### src/rtl/sram_pkg.sv
// Shared types for the SRAM bus arbiter: FSM state encoding and owner constants.
package sram_pkg;

    typedef enum logic [1:0] {
        IDLE = 2'd0,
        ADDR = 2'd1,
        DATA = 2'd2,
        DONE = 2'd3
    } state_e;

    localparam logic OWN_INST = 1'b0;
    localparam logic OWN_DATA = 1'b1;

endpackage

### src/rtl/sram_arb_grant.sv
// Grant selection between fetch and load/store requests.
// With ARB_ROUND_ROBIN_EN defined a tie goes to the side not served last; otherwise data wins.
module sram_arb_grant
    import sram_pkg::*;
(
    input  logic       inst_req_i,
    input  logic       data_req_i,
    input  logic [1:0] mask_i,      // bit0 fetch, bit1 data: side that just completed
`ifdef ARB_ROUND_ROBIN_EN
    input  logic       last_i,
`endif
    output logic       valid_o,
    output logic       own_o
);

    logic inst_v;
    logic data_v;

    always_comb begin
        inst_v  = inst_req_i & ~mask_i[0];
        data_v  = data_req_i & ~mask_i[1];
        valid_o = inst_v | data_v;
`ifdef ARB_ROUND_ROBIN_EN
        if (inst_v && data_v) begin
            own_o = ~last_i;
        end else begin
            own_o = data_v ? OWN_DATA : OWN_INST;
        end
`else
        own_o = data_v ? OWN_DATA : OWN_INST;
`endif
    end

endmodule

### src/rtl/sram_bus_arbiter.sv
// Shares one SRAM-like port between fetch and load/store, one transaction at a time.
// Optional round-robin tie break via ARB_ROUND_ROBIN_EN (default: data side has priority).
//   state | meaning
//   IDLE  | pick a requester, latch its request into the bus registers
//   ADDR  | bus_req high, waiting for bus_addr_ok
//   DATA  | waiting for bus_data_ok
//   DONE  | one-cycle done pulse to the owner
module sram_bus_arbiter
    import sram_pkg::*;
#(
    parameter int ADDR_W = 32,
    parameter int DATA_W = 32
) (
    input  logic                clk,
    input  logic                rst,
    input  logic                inst_req,
    input  logic [ADDR_W-1:0]   inst_addr,
    output logic [DATA_W-1:0]   inst_rdata,
    output logic                inst_done,
    output logic                inst_stall,
    input  logic                data_req,
    input  logic                data_wr,
    input  logic [DATA_W/8-1:0] data_sel,
    input  logic [ADDR_W-1:0]   data_addr,
    input  logic [DATA_W-1:0]   data_wdata,
    output logic [DATA_W-1:0]   data_rdata,
    output logic                data_done,
    output logic                data_stall,
    output logic                bus_req,
    output logic                bus_wr,
    output logic [DATA_W/8-1:0] bus_sel,
    output logic [ADDR_W-1:0]   bus_addr,
    output logic [DATA_W-1:0]   bus_wdata,
    input  logic                bus_addr_ok,
    input  logic                bus_data_ok,
    input  logic [DATA_W-1:0]   bus_rdata
);

    localparam int SEL_W = DATA_W / 8;

    state_e              state_q;
    logic                own_q;
    logic [1:0]          mask_q;
    logic                bus_req_q;
    logic                bus_wr_q;
    logic [SEL_W-1:0]    bus_sel_q;
    logic [ADDR_W-1:0]   bus_addr_q;
    logic [DATA_W-1:0]   bus_wdata_q;
    logic                inst_done_q;
    logic                data_done_q;
    logic [DATA_W-1:0]   inst_rdata_q;
    logic [DATA_W-1:0]   data_rdata_q;
    logic                grant_valid;
    logic                grant_own;
    logic                finish;
`ifdef ARB_ROUND_ROBIN_EN
    logic                last_q;
`endif

    sram_arb_grant u_grant (
        .inst_req_i (inst_req),
        .data_req_i (data_req),
        .mask_i     (mask_q),
`ifdef ARB_ROUND_ROBIN_EN
        .last_i     (last_q),
`endif
        .valid_o    (grant_valid),
        .own_o      (grant_own)
    );

    // data_ok only counts in DATA, or in ADDR together with addr_ok
    always_comb begin
        finish = ((state_q == ADDR) && bus_addr_ok && bus_data_ok) ||
                 ((state_q == DATA) && bus_data_ok);
    end

    always_ff @(posedge clk) begin
        if (rst) begin
            state_q      <= IDLE;
            own_q        <= OWN_INST;
            mask_q       <= 2'b00;
            bus_req_q    <= 1'b0;
            bus_wr_q     <= 1'b0;
            bus_sel_q    <= '0;
            bus_addr_q   <= '0;
            bus_wdata_q  <= '0;
            inst_done_q  <= 1'b0;
            data_done_q  <= 1'b0;
            inst_rdata_q <= '0;
            data_rdata_q <= '0;
`ifdef ARB_ROUND_ROBIN_EN
            last_q       <= OWN_INST;
`endif
        end else begin
            inst_done_q <= 1'b0;
            data_done_q <= 1'b0;
            mask_q      <= 2'b00;
            if (finish) begin
                state_q <= DONE;
                if (own_q == OWN_DATA) begin
                    data_rdata_q <= bus_rdata;
                    data_done_q  <= 1'b1;
                end else begin
                    inst_rdata_q <= bus_rdata;
                    inst_done_q  <= 1'b1;
                end
            end
            case (state_q)
                IDLE: begin
                    if (grant_valid) begin
                        state_q   <= ADDR;
                        own_q     <= grant_own;
                        bus_req_q <= 1'b1;
`ifdef ARB_ROUND_ROBIN_EN
                        last_q    <= grant_own;
`endif
                        if (grant_own == OWN_DATA) begin
                            bus_wr_q    <= data_wr;
                            bus_sel_q   <= data_sel;
                            bus_addr_q  <= data_addr;
                            bus_wdata_q <= data_wdata;
                        end else begin
                            bus_wr_q    <= 1'b0;
                            bus_sel_q   <= {SEL_W{1'b1}};
                            bus_addr_q  <= inst_addr;
                            bus_wdata_q <= '0;
                        end
                    end
                end
                ADDR: begin
                    if (bus_addr_ok) begin
                        bus_req_q <= 1'b0;
                        if (!bus_data_ok) begin
                            state_q <= DATA;
                        end
                    end
                end
                DATA: begin
                end
                DONE: begin
                    state_q <= IDLE;
                    mask_q  <= (own_q == OWN_DATA) ? 2'b10 : 2'b01;
                end
                default: state_q <= IDLE;
            endcase
        end
    end

    assign bus_req    = bus_req_q;
    assign bus_wr     = bus_wr_q;
    assign bus_sel    = bus_sel_q;
    assign bus_addr   = bus_addr_q;
    assign bus_wdata  = bus_wdata_q;
    assign inst_done  = inst_done_q;
    assign data_done  = data_done_q;
    assign inst_rdata = inst_rdata_q;
    assign data_rdata = data_rdata_q;
    assign inst_stall = inst_req & ~inst_done_q;
    assign data_stall = data_req & ~data_done_q;

endmodule

### config.mk
export PLATFORM = sky130hd
export DESIGN_NAME = sram_bus_arbiter
export DESIGN_NICKNAME = d
export VERILOG_FILES = /design/src/rtl/sram_pkg.sv /design/src/rtl/sram_arb_grant.sv /design/src/rtl/sram_bus_arbiter.sv
export SDC_FILE = /design/constraint.sdc
export NUM_CORES = 1
export LEC_CHECK = 0
export ABC_AREA = 1
export BUFFER_PORTS_ARGS = -buffer_cell sky130_fd_sc_hd__buf_2
export CORE_MARGIN = 5
export CORE_UTILIZATION = 45
export CTS_BUF_LIST = sky130_fd_sc_hd__clkbuf_4 sky130_fd_sc_hd__clkbuf_8
export CTS_CLUSTER_DIAMETER = 60
export DETAILED_ROUTE_END_ITERATION = 8
export PLACE_DENSITY = 0.77
export SYNTH_ARGS = -nofsm -noshare
export SYNTH_HDL_FRONTEND = slang
export SYNTH_HIERARCHICAL = 1
export SYNTH_SLANG_ARGS = --single-unit
export TNS_END_PERCENT = 30
### constraint.sdc
create_clock -name clk -period 1.8 [get_ports clk]
set_clock_uncertainty 0.2 [all_clocks]
set_input_delay 0.36 -clock clk [delete_from_list [all_inputs] [get_ports clk]]
set_output_delay 0.36 -clock clk [all_outputs]
set_load 0.02 [all_outputs]
**Yosys cells after proc, flatten, opt, wreduce, memory -nomap -nowiden**

Index checks and enable logic that the tools add are counted.

- $add $sub $neg: 0
- $mul: 0
- Div/mod/pow operators: 0
- $lt $le $gt $ge: 0
- Equality and inequality tests: 5
- Shifts and indexed selects: 0
- Muxes and demuxes: 16
- Bitwise gates (word level): 12
- Reductions and logical operators: 12

Operator list:

| operator | count |
|---|---|
| 32-bit two-way mux | 2 |
| 2-bit two-way mux | 5 |
| 1-bit NOT | 7 |
| 1-bit two-way mux | 6 |
| 2-bit one-hot mux with 3 select lines | 1 |
| 2-bit AND reduction | 3 |
| 1-bit AND | 4 |
| 2-bit == test (second input constant) | 2 |
| 4-bit two-way mux | 1 |
| 2-bit != test (second input constant) | 2 |
| 2-bit OR reduction | 2 |
| 1-bit logical AND | 3 |
| 3-bit AND reduction | 1 |
| 2-bit by 1-bit == test with 1-bit output (second input constant) | 1 |
| 2-bit zero test | 1 |
| 1-bit one-hot mux with 2 select lines | 1 |
| 2-bit nonzero test | 1 |
| 1-bit logical OR | 1 |
| 1-bit bitwise OR | 1 |

- Register bits after elaboration: 141
- Latch bits: 0
- RAM bits: 0
- ROM bits: 0
- Input bits: 139
- Word-level logic and storage cells: 57
- Memories: 0

**Logic depth before layout (Yosys ltp)**

- Depth in word-level cells: 8
- Mapped depth: 10
- Gate-level depth less buffers: 8

**Modules after synthesis**

Netlist, hierarchy kept.

Modules (own cells, without submodules):

| module | times used | cells an instance | area an instance (um^2) | seq. area each (um^2) |
|---|---|---|---|---|
| sram_bus_arbiter | 1 | 838 | 5,979.5 | 2,822.7 |
| sram_arb_grant | 1 | 6 | 25.0 | 0.0 |

**Worst setup path before layout**

OpenSTA, ideal clock, no wires.

- Path type: input-to-reg
- Start: in data_req
- End: reg bus_wdata_q[11], in the netlist bus_wdata[11]
- Setup time: 70 ps
- Arrival: 1,130 ps
- Slack: 400 ps
- Stages: 8
- Buffers on the path: 2
- Cells stage by stage: nand2_2 inv_1 buf_2 inv_2 nor2_4 buf_2 nand2_1 a21oi_1

- Cells in the longest elaborated chain, start to end: 3
- Elaborated cells on any way between the ends: 5

Ends and longest elaborated chain:

| what | RTL line | RTL |
|---|---|---|
| start: declaration | sram_bus_arbiter.sv:21 | `input logic data_req,` |
| 1-bit AND | sram_arb_grant.sv:21 | `data_v = data_req_i & ~mask_i[1];` |
| 1-bit two-way mux | sram_arb_grant.sv:30 | `own_o = data_v ? OWN_DATA : OWN_INST;` |
| net grant_own | sram_bus_arbiter.sv:54 | `logic grant_own;` |
| 32-bit two-way mux | sram_bus_arbiter.sv:117 | `if (grant_own == OWN_DATA) begin` |
| end signal: assignment | sram_bus_arbiter.sv:121 | `bus_wdata_q <= data_wdata;` |
| end: declaration | sram_bus_arbiter.sv:48 | `logic [DATA_W-1:0] bus_wdata_q;` |

The timed path passes the listed nets, and every way through them passes these cells.
A chain may end at the register's enable or synchronous reset.

**Worst setup path in the final report**

- Start: reg data_done_q, in the netlist data_done
- End: out data_stall

- Cells in the longest elaborated chain, start to end: 2

Ends and longest elaborated chain:

| what | RTL line | RTL |
|---|---|---|
| start: declaration | sram_bus_arbiter.sv:50 | `logic data_done_q;` |
| start signal: assignment | sram_bus_arbiter.sv:88 | `data_done_q <= 1'b0;` |
| start signal: assignment | sram_bus_arbiter.sv:96 | `data_done_q <= 1'b0;` |
| start signal: assignment | sram_bus_arbiter.sv:102 | `data_done_q <= 1'b1;` |
| 1-bit NOT | sram_bus_arbiter.sv:159 | `assign data_stall = data_req & ~data_done_q;` |
| 1-bit AND | sram_bus_arbiter.sv:159 |  |
| end: declaration | sram_bus_arbiter.sv:28 | `output logic data_stall,` |

Every way passes these cells.

==> results.toml <==
[detailed_routing]
drtAntennaViolNets = 0
drtIter0Drc = 483
dr_total_vias = 6551
vias_per_cell = 4.970
drc_errors = 0
wl_per_cell_um = 14.44
firstDrtPassIters = 5
finalWirelength_mm = 19.04

[yosys]
synthCells = 844
syn_area_per_cell_um2 = 7.114
ys_async_sr_fraction_pct = 0
synth-adder-area-share_pct = 0
yosys.area_share.xor_xnor_pct = 0
synth_top_family_by_area = "simple AND/OR/NAND/NOR gates"
synth-seq-area-share_pct = 47.01
synthesis.area_um2 = 6005
syn_nets = 983
post_synth_num_cell_types = 21
synth_compound_area_share_pct = 11.96
ys_ff_latch = 141
ys_warn_count = 6
ys.flop_type = "dfxtp_1"
synth.mux.area_fraction_pct = 0
synth-simple-area-share_pct = 31.44
synth_edf_count = 0

[power]
switching_share_pct = 29.81
p_leak_nw = 4.277
power.total_mw = 8.386
p_comb_share_pct = 22.4
irDropWorstVdd_mv = 0.6236
power.internal_mw = 5.887
p_per_area_nw_per_um2 = 997.7
seqPwrFrac_pct = 41.7
power.switching_mw = 2.499
clkPwrFrac_pct = 35.9

[place]
place.gp.congestion = 0.8599
post-dp-hpwl_mm = 13.10
port_buffers = 276
post-place-ws_ps = 153.8

[sta]
tightest_slew_ps = 429.1
whs_ps = 50.77
period_share_pct = 86.50
fmax_mhz = 642.3
hold_violations = 0
setup_viol = 0
drv_slew = 0
period_minus_slack_ps = 1557
grt_setup_unrepaired = "false"
max_slew_margin_pct = 71.40
fin_ws_ps = 243.0
setup_tns_ps = 0

[global_routing]
grt_util_all_layers_pct = 23.35
grt_max_degree = 65
overflow = 0
grt_pass1_vias = 6198
antenna_found_initial = 0
grt_pass1_wl_mm = 30.58

[layout]
fillerInstances = 1191
fin_nets = 1268
area_growth_syn_to_layout_pct = 39.99
n_antenna_cell = 0
drive_above_1_share_pct = 30.74

[critical_path]
cp-start-kind = "flop"
slowest_stage = "dfxtp_1"
worstPathMaxFanout = 2
crit_chain = "nor2_1 > buf_2"
ff2ff_path_depth = 8
max_stage_delay_ps = 310
crit_type = "flop to output port"
cp_data_required_time_ps = 1240
crit_path_end_kind = "output port"
arrival_ps = 1000

[floorplanning]
core_region_area_um2 = 13140
pin_count = 277
start_util_pct = 45.70
dieWidth_um = 125.5
rows = 42
die-height_um = 125.5
die_area_um2 = 15750

[clocking]
clockBufferDepth = 2
cts_resized = 0
post_cts_buffers = 0
cts.reportedPaths.clkPinSlew_ps = 80
htree_levels = 4
clock-root-buffer = "clkbuf_8"
cts_made_buffers = 17
cts_tree = "yes"
clkLatencyLatePin_ps = 420
cts_sinks = 141

[outcome]
status = "finished, final reports clean"

[job]
drv_cap = 0

[hold_path]
holdPathStages = 5
hold_class = "input port to flop"
## power by group through the flow
stage	combinational, mW	sequential (mW)	clock, mW
after floorplan	0.861	3.84	0
after global placement	1.79	3.56	0
after detailed placement	1.81	3.56	0
after CTS	1.87	3.50	3.06
after global routing	2.06	3.53	3.19
final	1.87	3.50	3.01
## stage by stage
stage | cells | area (um^2) | utilization [%]
2_1_floorplan | 844 | 6005 | -
3_3_place_gp | 1249 | 7555 | 57.50
3_5_place_dp | 1249 | 7555 | 57.50
4_1_cts | 1318 | 8406 | 63.98
5_1_grt | 1318 | 8406 | 63.98
6_report | 1318 | 8406 | 63.98
## cells by family after synthesis
group	Yosys count
and+or+nand+nor	450
AOI/OAI and AO/OA	137
buffers and inverters	116
DFF	141
## state kept, by name, indices dropped and copies added, names as in the netlist
name        flops
bus_req         1
state_q         2
bus_sel         4
own_q           1
inst_rdata     32
bus_addr       32
data_rdata     32
bus_wr          1
inst_done       1
data_done       1
bus_wdata      32
mask_q          2
## per-layer routing
layer / vias to the layer above / wire length [um] / global-route usage [%]
met5: - / 0 / 0
met4: 0 / 444 / 8.610
met3: 33 / 1822 / 7.846
met2: 260 / 9052 / 38.67
met1: 2971 / 7718 / 28.23
li1: 3287 / - / -
## final timing paths
check                                               start                    endpoint  slack [ps]
worst max-delay path                 data_done$_SDFF_PP0_                  data_stall         240
worst min-delay path                         data_addr[3]    bus_addr[3]$_SDFFE_PP0P_          50
worst max register to register       mask_q[1]$_SDFF_PP0_  bus_wdata[16]$_SDFFE_PP0P_         250
worst min register to register  bus_wdata[6]$_SDFFE_PP0P_   bus_wdata[6]$_SDFFE_PP0P_         260
## placed cells by master (no fill, tap or decap), drive strengths merged
| cell | instances |
|---|---|
| a21oi | 100 |
| buf | 299 |
| bufinv | 5 |
| clkbuf | 22 |
| clkinv | 3 |
| clkinvlp | 2 |
| dfxtp | 141 |
| dlygate4sd3 | 37 |
| inv | 46 |
| nand2 | 237 |
| nand3 | 5 |
| nand4 | 65 |
| nor2 | 143 |
| o211ai | 1 |
| o21ai | 36 |
## Yosys cell counts (5+ instances only)
cell type	instances	area [um^2]
a21oi_1	92	460.4
a21oi_2	8	70.07
buf_1	5	18.77
buf_2	24	120.1
buf_4	5	37.54
buf_6	12	135.1
clkbuf_1	23	86.33
dfxtp_1	141	2823
inv_1	42	157.7
nand2_1	235	882.1
nand4_1	65	406.6
nor2_1	142	533.0
o21ai_0	36	180.2
## area by class of cell
class / instances / area, um^2 / area share [%]
sequential: 141 / 2824 / 33.60
clock inverter: 10 / 183.9 / 2.188
multi-input combinational: 587 / 2609 / 31.04
tap: 176 / 220.2 / 2.620
timing repair buffer: 336 / 2100 / 24.98
clock buffer: 22 / 296.5 / 3.528
inverter: 46 / 172.7 / 2.054
## worst max-delay path, delay by kind of cell, from the launching register on
family,cells,cell delay [ps]
flops,1,310
buf+inv,1,170
simple gates,1,90
## repair_timing
| item | 4_1_cts | 5_1_grt |
|---|---|---|
| hold endpoints to repair | 37 | 0 |
| setup endpoints to repair | 0 | 0 |
| hold buffers | 37 | 0 |
Note: power is estimated with default switching activity, not from simulation.
